### config.mk
export PLATFORM = sky130hd
export DESIGN_NAME = cassette_rec
export DESIGN_NICKNAME = d
export VERILOG_FILES = /design/src/rtl/cassette_pkg.sv /design/src/rtl/cas_bit_decoder.sv /design/src/rtl/cassette_rec.sv
export SDC_FILE = /design/constraint.sdc
export NUM_CORES = 1
export LEC_CHECK = 0
export CORE_MARGIN = 2
export CORE_UTILIZATION = 46
export CTS_CLUSTER_SIZE = 20
export DETAILED_ROUTE_END_ITERATION = 12
export GPL_TIMING_DRIVEN = 0
export PLACE_DENSITY = 0.67
export SETUP_SLACK_MARGIN = 0.2
export SYNTH_ARGS = -nofsm -noshare
export SYNTH_HDL_FRONTEND = slang
export SYNTH_HIERARCHICAL = 1
export SYNTH_SLANG_ARGS = --single-unit
### constraint.sdc
create_clock -name clk -period 7.14 [get_ports clk]
set_clock_uncertainty 0.2 [all_clocks]
set_input_delay 1.071 -clock clk [delete_from_list [all_inputs] [get_ports clk]]
set_output_delay 1.071 -clock clk [all_outputs]
set_load 0.05 [all_outputs]
### src/rtl/cassette_pkg.sv
// cassette_pkg: definitions shared by the cassette record path and the
// playback status decoder.
//   rec_state_e   framer state encoding (also exported on the status port)
//   SDRAM_AW      SDRAM byte address width
//   LEAD_BYTE     leader byte value
//   *_DEF         default half-period limits in clk cycles (21.477 MHz)
package cassette_pkg;

  typedef enum logic [2:0] {
    ST_IDLE  = 3'd0,
    ST_HUNT  = 3'd1,
    ST_START = 3'd2,
    ST_DATA  = 3'd3,
    ST_WRITE = 3'd4
  } rec_state_e;

  localparam int unsigned SDRAM_AW      = 25;
  localparam logic [7:0]  LEAD_BYTE     = 8'h55;

  localparam int unsigned SHORT_MIN_DEF = 2000;
  localparam int unsigned SHORT_MAX_DEF = 6700;
  localparam int unsigned LONG_MAX_DEF  = 13000;
  localparam int unsigned LEAD_MULT_DEF = 25;

endpackage

### src/rtl/cas_bit_decoder.sv
// cas_bit_decoder: turns the raw FSK cassette-out waveform into bits.
//   clk, rst   clock, asynchronous active-high reset
//   cas_in     raw cassette-out, asynchronous to clk
//   bit_valid  one-cycle strobe: a bit was assembled
//   bit_val    value of that bit (0 = two long halves, 1 = four short halves)
//   silence    level: current half-period exceeds LONG_MAX
module cas_bit_decoder #(
  parameter int unsigned SHORT_MIN = 2000,
  parameter int unsigned SHORT_MAX = 6700,
  parameter int unsigned LONG_MAX  = 13000
) (
  input  logic clk,
  input  logic rst,
  input  logic cas_in,
  output logic bit_valid,
  output logic bit_val,
  output logic silence
);

  localparam logic [15:0] ShortMin = 16'(SHORT_MIN);
  localparam logic [15:0] ShortMax = 16'(SHORT_MAX);
  localparam logic [15:0] LongMax  = 16'(LONG_MAX);

  logic        cas_s1_q, cas_s2_q, cas_prev_q;
  logic [15:0] cnt_q, cnt_d;
  logic [1:0]  s_cnt_q, s_cnt_d;
  logic        l_cnt_q, l_cnt_d;
  logic        bit_valid_q, bit_valid_d;
  logic        bit_val_q, bit_val_d;
  logic        edge_det, too_long;

  always_ff @(posedge clk or posedge rst) begin
    if (rst) begin
      cas_s1_q    <= 1'b0;
      cas_s2_q    <= 1'b0;
      cas_prev_q  <= 1'b0;
      cnt_q       <= '1;    // no edge history: start out as silence
      s_cnt_q     <= '0;
      l_cnt_q     <= 1'b0;
      bit_valid_q <= 1'b0;
      bit_val_q   <= 1'b0;
    end else begin
      cas_s1_q    <= cas_in;
      cas_s2_q    <= cas_s1_q;
      cas_prev_q  <= cas_s2_q;
      cnt_q       <= cnt_d;
      s_cnt_q     <= s_cnt_d;
      l_cnt_q     <= l_cnt_d;
      bit_valid_q <= bit_valid_d;
      bit_val_q   <= bit_val_d;
    end
  end

  always_comb begin
    edge_det    = cas_s2_q ^ cas_prev_q;
    too_long    = cnt_q > LongMax;
    cnt_d       = (cnt_q == '1) ? cnt_q : cnt_q + 16'd1;
    s_cnt_d     = s_cnt_q;
    l_cnt_d     = l_cnt_q;
    bit_valid_d = 1'b0;
    bit_val_d   = bit_val_q;
    if (too_long) begin
      s_cnt_d = '0;
      l_cnt_d = 1'b0;
      if (edge_det) cnt_d = 16'd1;
    end else if (edge_det && cnt_q >= ShortMin) begin
      // counter is 1 in the first cycle of a half, so cnt_q equals its length
      cnt_d = 16'd1;
      if (cnt_q <= ShortMax) begin
        l_cnt_d = 1'b0;
        if (s_cnt_q == 2'd3) begin
          s_cnt_d     = '0;
          bit_valid_d = 1'b1;
          bit_val_d   = 1'b1;
        end else begin
          s_cnt_d = s_cnt_q + 2'd1;
        end
      end else begin
        s_cnt_d = '0;
        if (l_cnt_q) begin
          l_cnt_d     = 1'b0;
          bit_valid_d = 1'b1;
          bit_val_d   = 1'b0;
        end else begin
          l_cnt_d = 1'b1;
        end
      end
    end
  end

  assign bit_valid = bit_valid_q;
  assign bit_val   = bit_val_q;
  assign silence   = too_long;

endmodule

### src/rtl/cassette_rec.sv
// cassette_rec: records the SVI-328 cassette-out FSK stream into SDRAM.
//   clk, reset           clock, asynchronous active-high reset
//   record, rewind       level controls, acted on at each edge
//   cas_in               raw cassette-out from the machine
//   sdram_addr/data/wr   write request, held until sdram_ack
//   sdram_ack            one-cycle write acknowledge
//   length               high-water mark of bytes since last rewind
//   overrun              sticky: a byte was dropped while a write was pending
//   status               framer state (cassette_pkg::rec_state_e)
// Build option: CASSETTE_REC_LEAD_COLLAPSE_EN stores one 0x55 byte per
// LEAD_MULT received in a run (undoing playback leader expansion).
module cassette_rec
  import cassette_pkg::*;
#(
  parameter int unsigned SHORT_MIN = SHORT_MIN_DEF,
  parameter int unsigned SHORT_MAX = SHORT_MAX_DEF,
  parameter int unsigned LONG_MAX  = LONG_MAX_DEF,
  parameter int unsigned LEAD_MULT = LEAD_MULT_DEF
) (
  input  logic                clk,
  input  logic                reset,
  input  logic                record,
  input  logic                rewind,
  input  logic                cas_in,
  output logic [SDRAM_AW-1:0] sdram_addr,
  output logic [7:0]          sdram_data,
  output logic                sdram_wr,
  input  logic                sdram_ack,
  output logic [SDRAM_AW-1:0] length,
  output logic                overrun,
  output logic [2:0]          status
);

`ifdef CASSETTE_REC_LEAD_COLLAPSE_EN
  localparam bit CollapseEn = 1'b1;
`else
  localparam bit CollapseEn = 1'b0;
`endif
  localparam logic [15:0] LeadLast = 16'(LEAD_MULT - 1);

  logic bit_valid, bit_val, silence;

  cas_bit_decoder #(
    .SHORT_MIN(SHORT_MIN),
    .SHORT_MAX(SHORT_MAX),
    .LONG_MAX (LONG_MAX)
  ) u_dec (
    .clk      (clk),
    .rst      (reset),
    .cas_in   (cas_in),
    .bit_valid(bit_valid),
    .bit_val  (bit_val),
    .silence  (silence)
  );

  rec_state_e          state_q, state_d;
  logic [SDRAM_AW-1:0] addr_q, addr_d, len_q, len_d, addr_inc;
  logic [7:0]          data_q, data_d, byte_val;
  logic                wr_q, wr_d, ovr_q, ovr_d;
  logic [6:0]          shift_q, shift_d;
  logic [2:0]          bit_cnt_q, bit_cnt_d;
  logic [3:0]          ones_q, ones_d;
  logic                in_data_q, in_data_d, stop_q, stop_d;
  logic                rec_prev_q, rew_prev_q;
  logic [15:0]         lead_cnt_q, lead_cnt_d;
  logic                byte_done, keep, rec_rise, rec_fall, rew_edge;

  always_ff @(posedge clk or posedge reset) begin
    if (reset) begin
      state_q    <= ST_IDLE;
      addr_q     <= '0;
      len_q      <= '0;
      data_q     <= '0;
      wr_q       <= 1'b0;
      ovr_q      <= 1'b0;
      shift_q    <= '0;
      bit_cnt_q  <= '0;
      ones_q     <= '0;
      in_data_q  <= 1'b0;
      stop_q     <= 1'b0;
      rec_prev_q <= 1'b0;
      rew_prev_q <= 1'b0;
      lead_cnt_q <= '0;
    end else begin
      state_q    <= state_d;
      addr_q     <= addr_d;
      len_q      <= len_d;
      data_q     <= data_d;
      wr_q       <= wr_d;
      ovr_q      <= ovr_d;
      shift_q    <= shift_d;
      bit_cnt_q  <= bit_cnt_d;
      ones_q     <= ones_d;
      in_data_q  <= in_data_d;
      stop_q     <= stop_d;
      rec_prev_q <= record;
      rew_prev_q <= rewind;
      lead_cnt_q <= lead_cnt_d;
    end
  end

  always_comb begin
    state_d    = state_q;
    addr_d     = addr_q;
    len_d      = len_q;
    data_d     = data_q;
    wr_d       = wr_q;
    ovr_d      = ovr_q;
    shift_d    = shift_q;
    bit_cnt_d  = bit_cnt_q;
    ones_d     = ones_q;
    in_data_d  = in_data_q;
    stop_d     = stop_q;
    lead_cnt_d = lead_cnt_q;
    byte_done  = 1'b0;
    byte_val   = {shift_q, bit_val};
    keep       = !(CollapseEn && byte_val == LEAD_BYTE && lead_cnt_q != '0);
    addr_inc   = addr_q + SDRAM_AW'(1);
    rec_rise   = record & ~rec_prev_q;
    rec_fall   = ~record & rec_prev_q;
    rew_edge   = rewind ^ rew_prev_q;

    // In WRITE the byte framing keeps running via in_data_q so a byte that
    // completes before the ack can be detected and dropped.
    if (bit_valid) begin
      case (state_q)
        ST_HUNT: begin
          if (!bit_val)            ones_d = '0;
          else if (ones_q == 4'd7) begin
            ones_d  = '0;
            state_d = ST_START;
          end else                 ones_d = ones_q + 4'd1;
        end
        ST_START: begin
          if (!bit_val) begin
            state_d   = ST_DATA;
            in_data_d = 1'b1;
            bit_cnt_d = '0;
          end
        end
        ST_DATA, ST_WRITE: begin
          if (in_data_q) begin
            shift_d   = {shift_q[5:0], bit_val};
            bit_cnt_d = bit_cnt_q + 3'd1;
            if (bit_cnt_q == 3'd7) begin
              byte_done = 1'b1;
              in_data_d = 1'b0;
            end
          end else if (!bit_val) begin
            in_data_d = 1'b1;
            bit_cnt_d = '0;
          end
        end
        default: ;
      endcase
    end

    if (byte_done) begin
      if (byte_val != LEAD_BYTE)     lead_cnt_d = '0;
      else if (lead_cnt_q == LeadLast) lead_cnt_d = '0;
      else                           lead_cnt_d = lead_cnt_q + 16'd1;
      if (state_q == ST_DATA) begin
        if (keep) begin
          data_d  = byte_val;
          wr_d    = 1'b1;
          state_d = ST_WRITE;
        end else begin
          state_d = ST_START;
        end
      end else if (keep) begin
        ovr_d = 1'b1;
      end
    end

    if (silence) begin
      in_data_d = 1'b0;
      ones_d    = '0;
      if (state_q inside {ST_HUNT, ST_START, ST_DATA}) state_d = ST_HUNT;
    end

    if (state_q == ST_WRITE && sdram_ack) begin
      wr_d   = 1'b0;
      stop_d = 1'b0;
      if (addr_q == '1) begin
        len_d   = '1;
        state_d = ST_IDLE;
      end else begin
        addr_d = addr_inc;
        if (addr_inc > len_q) len_d = addr_inc;
        // resume mid-byte if a start bit arrived while the write was pending
        if (stop_q)         state_d = ST_IDLE;
        else if (in_data_d) state_d = ST_DATA;
        else                state_d = ST_START;
      end
    end

    if (rec_rise) begin
      if (state_q == ST_WRITE && !sdram_ack) begin
        stop_d = 1'b0;
      end else begin
        state_d    = ST_HUNT;
        ones_d     = '0;
        in_data_d  = 1'b0;
        lead_cnt_d = '0;
      end
    end else if (rec_fall) begin
      if (state_q == ST_WRITE && !sdram_ack) begin
        stop_d = 1'b1;
      end else begin
        state_d   = ST_IDLE;
        in_data_d = 1'b0;
      end
    end

    if (rew_edge) begin
      addr_d     = '0;
      len_d      = '0;
      ovr_d      = 1'b0;
      wr_d       = 1'b0;
      stop_d     = 1'b0;
      in_data_d  = 1'b0;
      ones_d     = '0;
      lead_cnt_d = '0;
      state_d    = ST_IDLE;
    end
  end

  assign sdram_addr = addr_q;
  assign sdram_data = data_q;
  assign sdram_wr   = wr_q;
  assign length     = len_q;
  assign overrun    = ovr_q;
  assign status     = state_q;

endmodule

==> results of run 1 <==
-- through the flow --
step	instance area, um^2	instances
3_3_place_gp	6960	853
2_1_floorplan	6060	613
5_1_grt	7280	870
3_5_place_dp	6990	854
4_1_cts	7280	870
6_report	7280	870
-- cells in the final DEF, fill, tap and decap left out, types with 3 or more instances in the layout --
master / n
clkbuf_16: 9
o221a_2: 19
o221a_1: 6
and3_1: 12
a21oi_1: 31
mux2_2: 16
nor3_1: 12
buf_1: 3
clkbuf_1: 8
dfstp_2: 16
nand4_1: 5
and4_1: 4
nand2_1: 44
clkdlybuf4s50_1: 68
o21ai_0: 9
or3_1: 4
a21boi_0: 3
inv_1: 33
a211oi_1: 5
and4_4: 3
buf_6: 4
nor4_1: 5
ha_1: 32
nand2b_1: 5
dfrtp_1: 89
xor2_1: 20
o211ai_1: 4
xnor2_1: 40
nor3b_1: 3
nand3_1: 31
nor2_1: 83
buf_2: 9
mux2i_1: 4
-- worst max-delay path by stage --
stage	from	depth (start not counted)	end	slack, ns
after floorplan	sdram_addr[0]	16	length[10]	2.92
after global placement	reset	2	sdram_data[4]	2.46
after detailed placement	sdram_addr[0]	16	length[9]	2.67
after CTS	sdram_addr[0]	16	length[9]	2.65
after global routing	sdram_addr[0]	16	length[6]	2.43
final	sdram_addr[0]	16	length[9]	2.67
-- sequential cells by signal, indices dropped and copies added (netlist names), 2 cells and up --
register	count
sdram_addr	25
sdram_data	8
u_dec/cnt_q	16
length	25
bit_cnt_q	3
ones_q	4
shift_q	7
status	3
u_dec/s_cnt_q	2
-- worst max-delay path, delay by kind of cell, from the launching register on --
kind | cells | cell delay (ns)
and+or+nand+nor | 7 | 1.88
DFF | 1 | 0.50
xor gates and xnor gates | 1 | 0.12
adders and majority gates | 2 | 0.59
buffers and inverters | 2 | 0.30
AOI/OAI and AO/OA | 4 | 0.78
-- routing by layer --
layer  GRT usage [%]  vias to the layer above
li1                -                     2329
met1            27.2                     2296
met2            30.8                      100
met3            3.19                       11
met4            8.48                        0
met5               0                        -
-- area by class of cell --
| cell class | instances | area (um^2) | share of cell area [%] |
|---|---|---|---|
| Buffer | 27 | 151 | 2.08 |
| Clock inverter | 6 | 50.0 | 0.688 |
| Tap cell | 172 | 215 | 2.96 |
| Multi-Input combinational cell | 447 | 3130 | 43.1 |
| Clock buffer | 10 | 239 | 3.28 |
| Inverter | 34 | 130 | 1.79 |
| Timing Repair Buffer | 69 | 708 | 9.73 |
| Sequential cell | 105 | 2650 | 36.4 |
-- logic make-up after synthesis --
logic type,synth area share (%)
fa+ha+maj,6.61
compound gates,13.1
buf+inv,4.60
mux,3.63
simple gates,19.7
xor+xnor,8.67
flops,43.7
-- where the power goes --
| part | switching (mW) | internal (mW) |
|---|---|---|
| Clock | 0.232 | 0.250 |
| Sequential | 0.0232 | 0.618 |
| Combinational | 0.212 | 0.127 |
| Total | 0.468 | 0.995 |
==> results.toml, run 1 <==
[status]
status = "completed"

[logic_synthesis]
syn_nets = 651
synthArstFlopShare_pct = 100
synthCells = 613
synth_edf_count = 0
yosysMostFrequentCell = "dfrtp_1"
ys_seq_elements = 105
synth-main-ff-cell = "dfrtp_1"
synth_warnings = 6
syn_area_um2 = 6060
synth.largest_area_cell = "dfrtp_1"
syn-mean-instance-area_um2 = 9.89
synthTopCellsByArea = "dfrtp_1 37%, dfstp_2 6.9%, ha_1 6.6%"
ys_seq_area_share_pct = 43.7
netlist-cell-type-count = 68
synth_common_cells = "89 x dfrtp_1, 83 x nor2_1, 44 x nand2_1, 40 x xnor2_1, 34 x inv_1"
synth_top_area_share_pct = 36.7

[min_path]
hold_path_class = "flip-flop to flip-flop"
hold_path_end = "u_dec/cas_s2_q"
hp-start = "u_dec/cas_s1_q"
hold_depth = 0

[critical_path]
r2r_end = "length[9]"
path_max_fanout = 10
r2r-start = "sdram_addr[0]"
arrival_ns = 4.51
end_kind = "flip-flop"
r2r_slack_ns = 2.67
cpMostUsedCell = "ha_1"
crit_type = "flip-flop to flip-flop"
rr_worst_depth = 16
cp-start-kind = "flip-flop"
cpMaxStageDelayCell = "or4_4"
worst-endpoint-required_ns = 7.17
slowest_delay_ns = 0.56
crit_chain = "ha_1, and3_1, nand3_1, or4_4, nor2_1, xor2_1, ha_1, nand4_1, nor4_2, o211ai_1, o22ai_1, o21ai_2, nand2b_1, buf_4, buf_6, o221a_2"

[final_layout]
nets = 731
areaGrowthSynthToFinish_pct = 20.0
n_fill_cell = 1167
drive_above_1_share_pct = 15.2
fin_util_pct = 57.2
num_antenna_cells = 0

[routing]
dr.pass1.iters = 4
dr.max_layer_used = "met4"
drcViolationCount = 0
detailroute.via_count = 4736
met1_length_um = 6340
drt_iter0_drc = 272
wire_per_inst_um = 15.4
wl_met2_um = 6320
drtAntennaViolNets = 0
wl_um = 13400
wl_met3_um = 549
drt-vias-per-instance = 5.44

[global_routing]
grt_pass1_vias = 4512
grt_max_degree = 56
grt_usage_pct = 19.7
grt_pass1_wl_um = 22400
antenna_found_initial = 0
grt_overflow = 0

[clock_network]
cts_root_buf = "clkbuf_16"
cts_tree = "yes"
cts.clk_slew.worst_paths_ns = 0.07
numCtsBuffers = 9
cts.sinks = 105
cts_resized = 0
ctsHoldBuffers = 0
postCtsSetupBuffers = 0
clk_latency_ns = 0.35
clockBufferDepth = 2
ctsHtreeMaxLevel = 3

[power]
power.total_mw = 1.46
irDropWorstVdd_mv = 0.120
leakage_nw = 3.13
powerDensity_nw_per_um2 = 201

[sta]
min_period_over_period_pct = 62.7
whs_ns = 0.151
rsz0062_at_grt = "false"
drv_slew = 0
setup_viol = 0
fmax_mhz = 223
fin_setup_tns_ns = 0
maxSlewHeadroom_pct = 38.9
layout_setup_ws_ns = 2.67
worst_pin_slew_ns = 0.915
hold_viol_final = 0
period_needed_ns = 4.47

[die]
ioPinCount = 69
coreArea_um2 = 12700
die_y_um = 119
die-area_um2 = 14100
initial_utilization_pct = 47.6
rows = 41
die_w_um = 119

[place]
dp_hpwl_um = 10000
post-place-ws_ns = 2.67
gp_congestion = 0.955
port_buffers = 68

[run]
max_cap_viol_count = 0
Power figures use the tool's default switching activity.
==> inputs of run 2 (changes only) <==
clock period = 4.6 ns   (was 7.14 ns; I/O delays follow)
==> run 2 against run 1 <==
Effect of this change:
- die area stayed put
- largest power group unchanged
- critical path depth stayed put
- worst setup slack got worse by 2.3 ns
- largest cell class unchanged
==> results.toml, run 2 (same netlist as run 1, synthesis figures left out) <==
[final_layout]
drive_above_1_share_pct = 16.1
mostFrequentLayoutCell = "dfrtp_1"
areaGrowthSynthToFinish_pct = 20.8
num_antenna_cells = 0
nets = 735
final_cell_mix = "88 x dfrtp_1, 82 x nor2_1, 68 x clkdlybuf4s50_1"

[power]
power.switching_mw = 0.740
powerDensity_nw_per_um2 = 315
share_comb_of_total_power_pct = 24.2
internal-power_mw = 1.56
clock_power_share_pct = 32.7
leakage_nw = 3.15
seq_power_share_pct = 43.2
irDropWorstVdd_mv = 0.186
power.total_mw = 2.30
swShare_pct = 32.1

[global_routing]
antenna_found_initial = 0
grt_usage_pct = 19.7
grt_max_degree = 56
grt_pass1_wl_um = 22400
grt_overflow = 0
grt_pass1_vias = 4518

[critical_path]
worst-endpoint-required_ns = 4.64
arrival_ns = 4.24
path_max_fanout = 10
crit_type = "flip-flop to flip-flop"
cp-start-kind = "flip-flop"
end_kind = "flip-flop"

[sta]
maxSlewHeadroom_pct = 38.9
rsz0062_at_grt = "false"
layout_setup_ws_ns = 0.394
hold_viol_final = 0
min_period_over_period_pct = 91.4
period_needed_ns = 4.21
setup_viol = 0
fmax_mhz = 238
fin_setup_tns_ns = 0
worst_pin_slew_ns = 0.915
drv_slew = 0

[place]
dp_hpwl_um = 10000
post-place-ws_ns = 0.134
gp_congestion = 0.955
port_buffers = 68

[die]
die-area_um2 = 14100
ioPinCount = 69
die_w_um = 119
rows = 41
coreArea_um2 = 12700
die_y_um = 119
initial_utilization_pct = 47.6

[clock_network]
clk_latency_ns = 0.35
numCtsBuffers = 9
clockBufferDepth = 2
ctsHtreeMaxLevel = 3
cts.clk_slew.worst_paths_ns = 0.07
ctsHoldBuffers = 0
cts_root_buf = "clkbuf_16"
cts_tree = "yes"
cts.sinks = 105

[run]
max_cap_viol_count = 0

[routing]
drcViolationCount = 0
drtAntennaViolNets = 0
wl_um = 13500
wire_per_inst_um = 15.4
dr.pass1.iters = 4
drt-vias-per-instance = 5.44
detailroute.via_count = 4758
drt_iter0_drc = 303

[status]
status = "completed"

[min_path]
hold_path_class = "flip-flop to flip-flop"
-- run 2: cell count changes in the layout (fill, tap and decap cells not counted), sizes merged --
cell | before | now
buf | 19 | 23
-- run 2: area by class of cell --
cell class / count / area, um^2
inverters: 34 / 130
flip-flops and latches: 105 / 2650
repair buffers: 73 / 738
clock inverters: 6 / 50.0
well taps: 172 / 215
fillers: 1169 / 5400
multi-input cells: 447 / 3150
clock buffers: 10 / 239
plain buffers: 27 / 151
-- run 2: power groups by stage --
stage	clock network [mW]	logic (mW)	registers, mW
6_report	0.753	0.558	0.995
5_1_grt	0.813	0.596	1.00
4_1_cts	0.777	0.543	0.995
3_5_place_dp	0	0.528	1.01
3_3_place_gp	0	0.516	1.01
2_1_floorplan	0	0.263	1.12
-- run 2: path summary, 6_finish.rpt --
path / start / to / cells after the start / slack (ns)
worst max-delay path: sdram_addr[1] / length[9] / 16 / 0.39
worst min-delay path: u_dec/cas_s1_q / u_dec/cas_s2_q / 0 / 0.15
worst max register to register: sdram_addr[1] / length[9] / 16 / 0.39
worst min register to register: u_dec/cas_s1_q / u_dec/cas_s2_q / 0 / 0.15
max in group asynchronous: reset / u_dec/s_cnt_q[0] / 2 / 2.91
min in group asynchronous: reset / sdram_addr[4] / 2 / 0.49
-- run 2: repair_timing --
item                       in CTS  in global routing
setup buffers                   0                  4
setup endpoints to repair      20                 24
resized for setup               2                  2
pin swaps                       0                  1
-- run 2: layer usage --
metal,up-vias,track usage [%],wire length [um]
li1,2340,-,-
met1,2311,27.1,6350
met2,96,30.9,6400
met3,11,3.19,551
met4,0,8.48,196
met5,-,0,0
-- run 2: critical path: stages (launching register included) --
cell and delay [ns]:
dfrtp_1 0.44, ha_2 0.25, and3_1 0.20, nand3_1 0.18, or4_4 0.56, nor2_1 0.18, xor2_1 0.12, ha_1 0.31
nand4_1 0.17, nor4_4 0.26, o211ai_1 0.19, o22ai_1 0.18, o21ai_2 0.13, nand2b_1 0.15, buf_4 0.17, buf_6 0.14
o221a_2 0.25
-- run 2: metrics by stage --
stage | instance area (um^2) | hold WS, ns | cells | util (%)
after floorplan | 6060 | 0.131 | 613 | -
after global placement | 6960 | 0.133 | 853 | 54.7
after detailed placement | 6990 | 0.137 | 854 | 54.9
after CTS | 7290 | 0.153 | 870 | 57.3
after global routing | 7320 | 0.157 | 874 | 57.5
final | 7320 | 0.151 | 874 | 57.5
==> inputs of run 3 (changes only) <==
--- a/config.mk
+++ b/config.mk
@@ -8,3 +8,3 @@
 export CORE_MARGIN = 2
-export CORE_UTILIZATION = 46
+export CORE_UTILIZATION = 57
 export CTS_CLUSTER_SIZE = 20
@@ -12,3 +12,3 @@
 export GPL_TIMING_DRIVEN = 0
-export PLACE_DENSITY = 0.67
+export PLACE_DENSITY = 0.81
 export SETUP_SLACK_MARGIN = 0.2
--- a/constraint.sdc
+++ b/constraint.sdc
@@ -4,2 +4,2 @@
 set_output_delay 0.69 -clock clk [all_outputs]
-set_load 0.05 [all_outputs]
+set_load 0.02 [all_outputs]
==> run 3 against run 2 <==
Effect of this change:
- utilization increased by 12 points
- count of clock-buffer cells in the layout decreased by 1
- final cell count decreased by 4.1%
- global-route usage increased by 4.4 points
- total power decreased by 13%
- worst setup slack improved by 0.051 ns
- clock power decreased by 26%
- routed wire length decreased by 4.0%
- sequential share of layout area increased by 0.73 points
- sequential power about the same
- maximum frequency increased by 1.2%
- final area decreased by 2.0%
- largest power group unchanged
- highest routed layer unchanged
==> results.toml, run 3 (same netlist as run 1, synthesis figures left out) <==
[status]
status = "completed"

[clock_network]
clockBufferDepth = 2
cts.clk_slew.worst_paths_ns = 0.10
clk_latency_ns = 0.39
numCtsBuffers = 9
cts_root_buf = "clkbuf_8"
cts_tree = "yes"
ctsHtreeMaxLevel = 3
cts.sinks = 105

[global_routing]
grt_pass1_vias = 4658
grt_pass1_wl_um = 22100
grt_max_degree = 47
grt_usage_pct = 24.1
grt_overflow = 0
antenna_found_initial = 0

[power]
leakage_nw = 3.10
powerDensity_nw_per_um2 = 280
irDropWorstVdd_mv = 0.175

[final_layout]
fin_util_pct = 69.5
areaGrowthSynthToFinish_pct = 18.4
nets = 735
final_cell_area_um2 = 7180
final_cell_mix = "88 x dfrtp_1, 81 x nor2_1, 68 x clkdlybuf4s50_1"
drive_above_1_share_pct = 16.2
mostFrequentLayoutCell = "dfrtp_1"
num_antenna_cells = 0

[die]
die_w_um = 107
die_y_um = 107
ioPinCount = 69
rows = 37
coreArea_um2 = 10300
initial_utilization_pct = 58.7
die-area_um2 = 11500

[routing]
drtAntennaViolNets = 0
dr.max_layer_used = "met4"
drt_iter0_drc = 271
drt-vias-per-instance = 5.72
drcViolationCount = 0
met1_length_um = 5900
dr.pass1.iters = 5
wire_per_inst_um = 15.5
detailroute.via_count = 4794
wl_um = 13000
wl_met2_um = 6200
wl_met3_um = 583

[place]
dp_hpwl_um = 9760
port_buffers = 68
gp_congestion = 0.884
post-place-ws_ns = 0.152
placed_area_um2 = 6940

[critical_path]
arrival_ns = 4.24
r2r_end = "length[19]"
cp-start-kind = "flip-flop"
crit_type = "flip-flop to flip-flop"
path_max_fanout = 10
r2r_slack_ns = 0.45
worst-endpoint-required_ns = 4.68
r2r-start = "sdram_addr[1]"
end_kind = "flip-flop"
rr_worst_depth = 16
critPathLaunch = "sdram_addr[1]"

[sta]
fmax_mhz = 241
drv_slew = 0
worst_pin_slew_ns = 0.867
rsz0062_at_grt = "false"
setup_viol = 0
fin_setup_tns_ns = 0
min_period_over_period_pct = 90.3
period_needed_ns = 4.15
layout_setup_ws_ns = 0.445
maxSlewHeadroom_pct = 42.2
hold_viol_final = 0

[min_path]
hold_depth = 0
hold_path_end = "u_dec/cas_s2_q"
hold_path_class = "flip-flop to flip-flop"
hp-start = "u_dec/cas_s1_q"

[run]
max_cap_viol_count = 0
## run 3: report_power, final
part / total (mW) / internal [mW] / switching, mW
sequential: 0.994 / 0.959 / 0.0352
clock: 0.555 / 0.207 / 0.348
combinational: 0.463 / 0.206 / 0.257
## run 3: metal layers
layer / global-route usage, % / vias to the layer above
li1: - / 2342
met1: 33.2 / 2298
met2: 39.4 / 133
met3: 2.31 / 21
met4: 9.55 / 0
met5: 0 / -
## run 3: final cells by class
| cell class | count | area, um^2 |
|---|---|---|
| buffer | 27 | 151 |
| clock buffer | 9 | 124 |
| clock inverter | 7 | 62.6 |
| fill | 775 | 3150 |
| inverter | 34 | 130 |
| multi-input combinational | 447 | 3150 |
| sequential | 105 | 2650 |
| tap | 136 | 170 |
| timing repair buffer | 73 | 738 |
## run 3: stage by stage
step                      hold WS (ns)  std cells  power, mW
after global routing             0.185        838       2.12
after global placement           0.134        817       1.44
final                            0.162        838       2.01
after detailed placement         0.136        818       1.46
after floorplan                  0.131        613       1.31
after CTS                        0.168        834       2.02
## run 3: worst max-delay path, stage by stage (launching register included)
cell and delay [ns]:
dfrtp_1 0.43, ha_2 0.24, and3_1 0.20, nand3_1 0.17, or4_4 0.56, nor2_2 0.17
xor2_1 0.10, ha_1 0.31, nand4_1 0.18, nor4_4 0.25, o211ai_1 0.18, o22ai_1 0.18
o21ai_2 0.14, nand2b_1 0.16, buf_4 0.17, buf_6 0.14, o221a_2 0.24
## run 3: what timing repair did
action	in CTS	in global routing
hold buffers	0	0
pin swaps	0	1
buffers inserted	0	4
gates resized for setup	2	3
setup endpoints to repair	20	24
## run 3: worst max path at each step
stage	depth (start not counted)	slack, ns	endpoint
floorplan	16	0.63	length[10]
global placement	16	0.25	length[18]
detailed placement	16	0.15	length[21]
CTS	16	0.25	length[21]
global route	16	0.24	length[21]
finish	16	0.45	length[19]
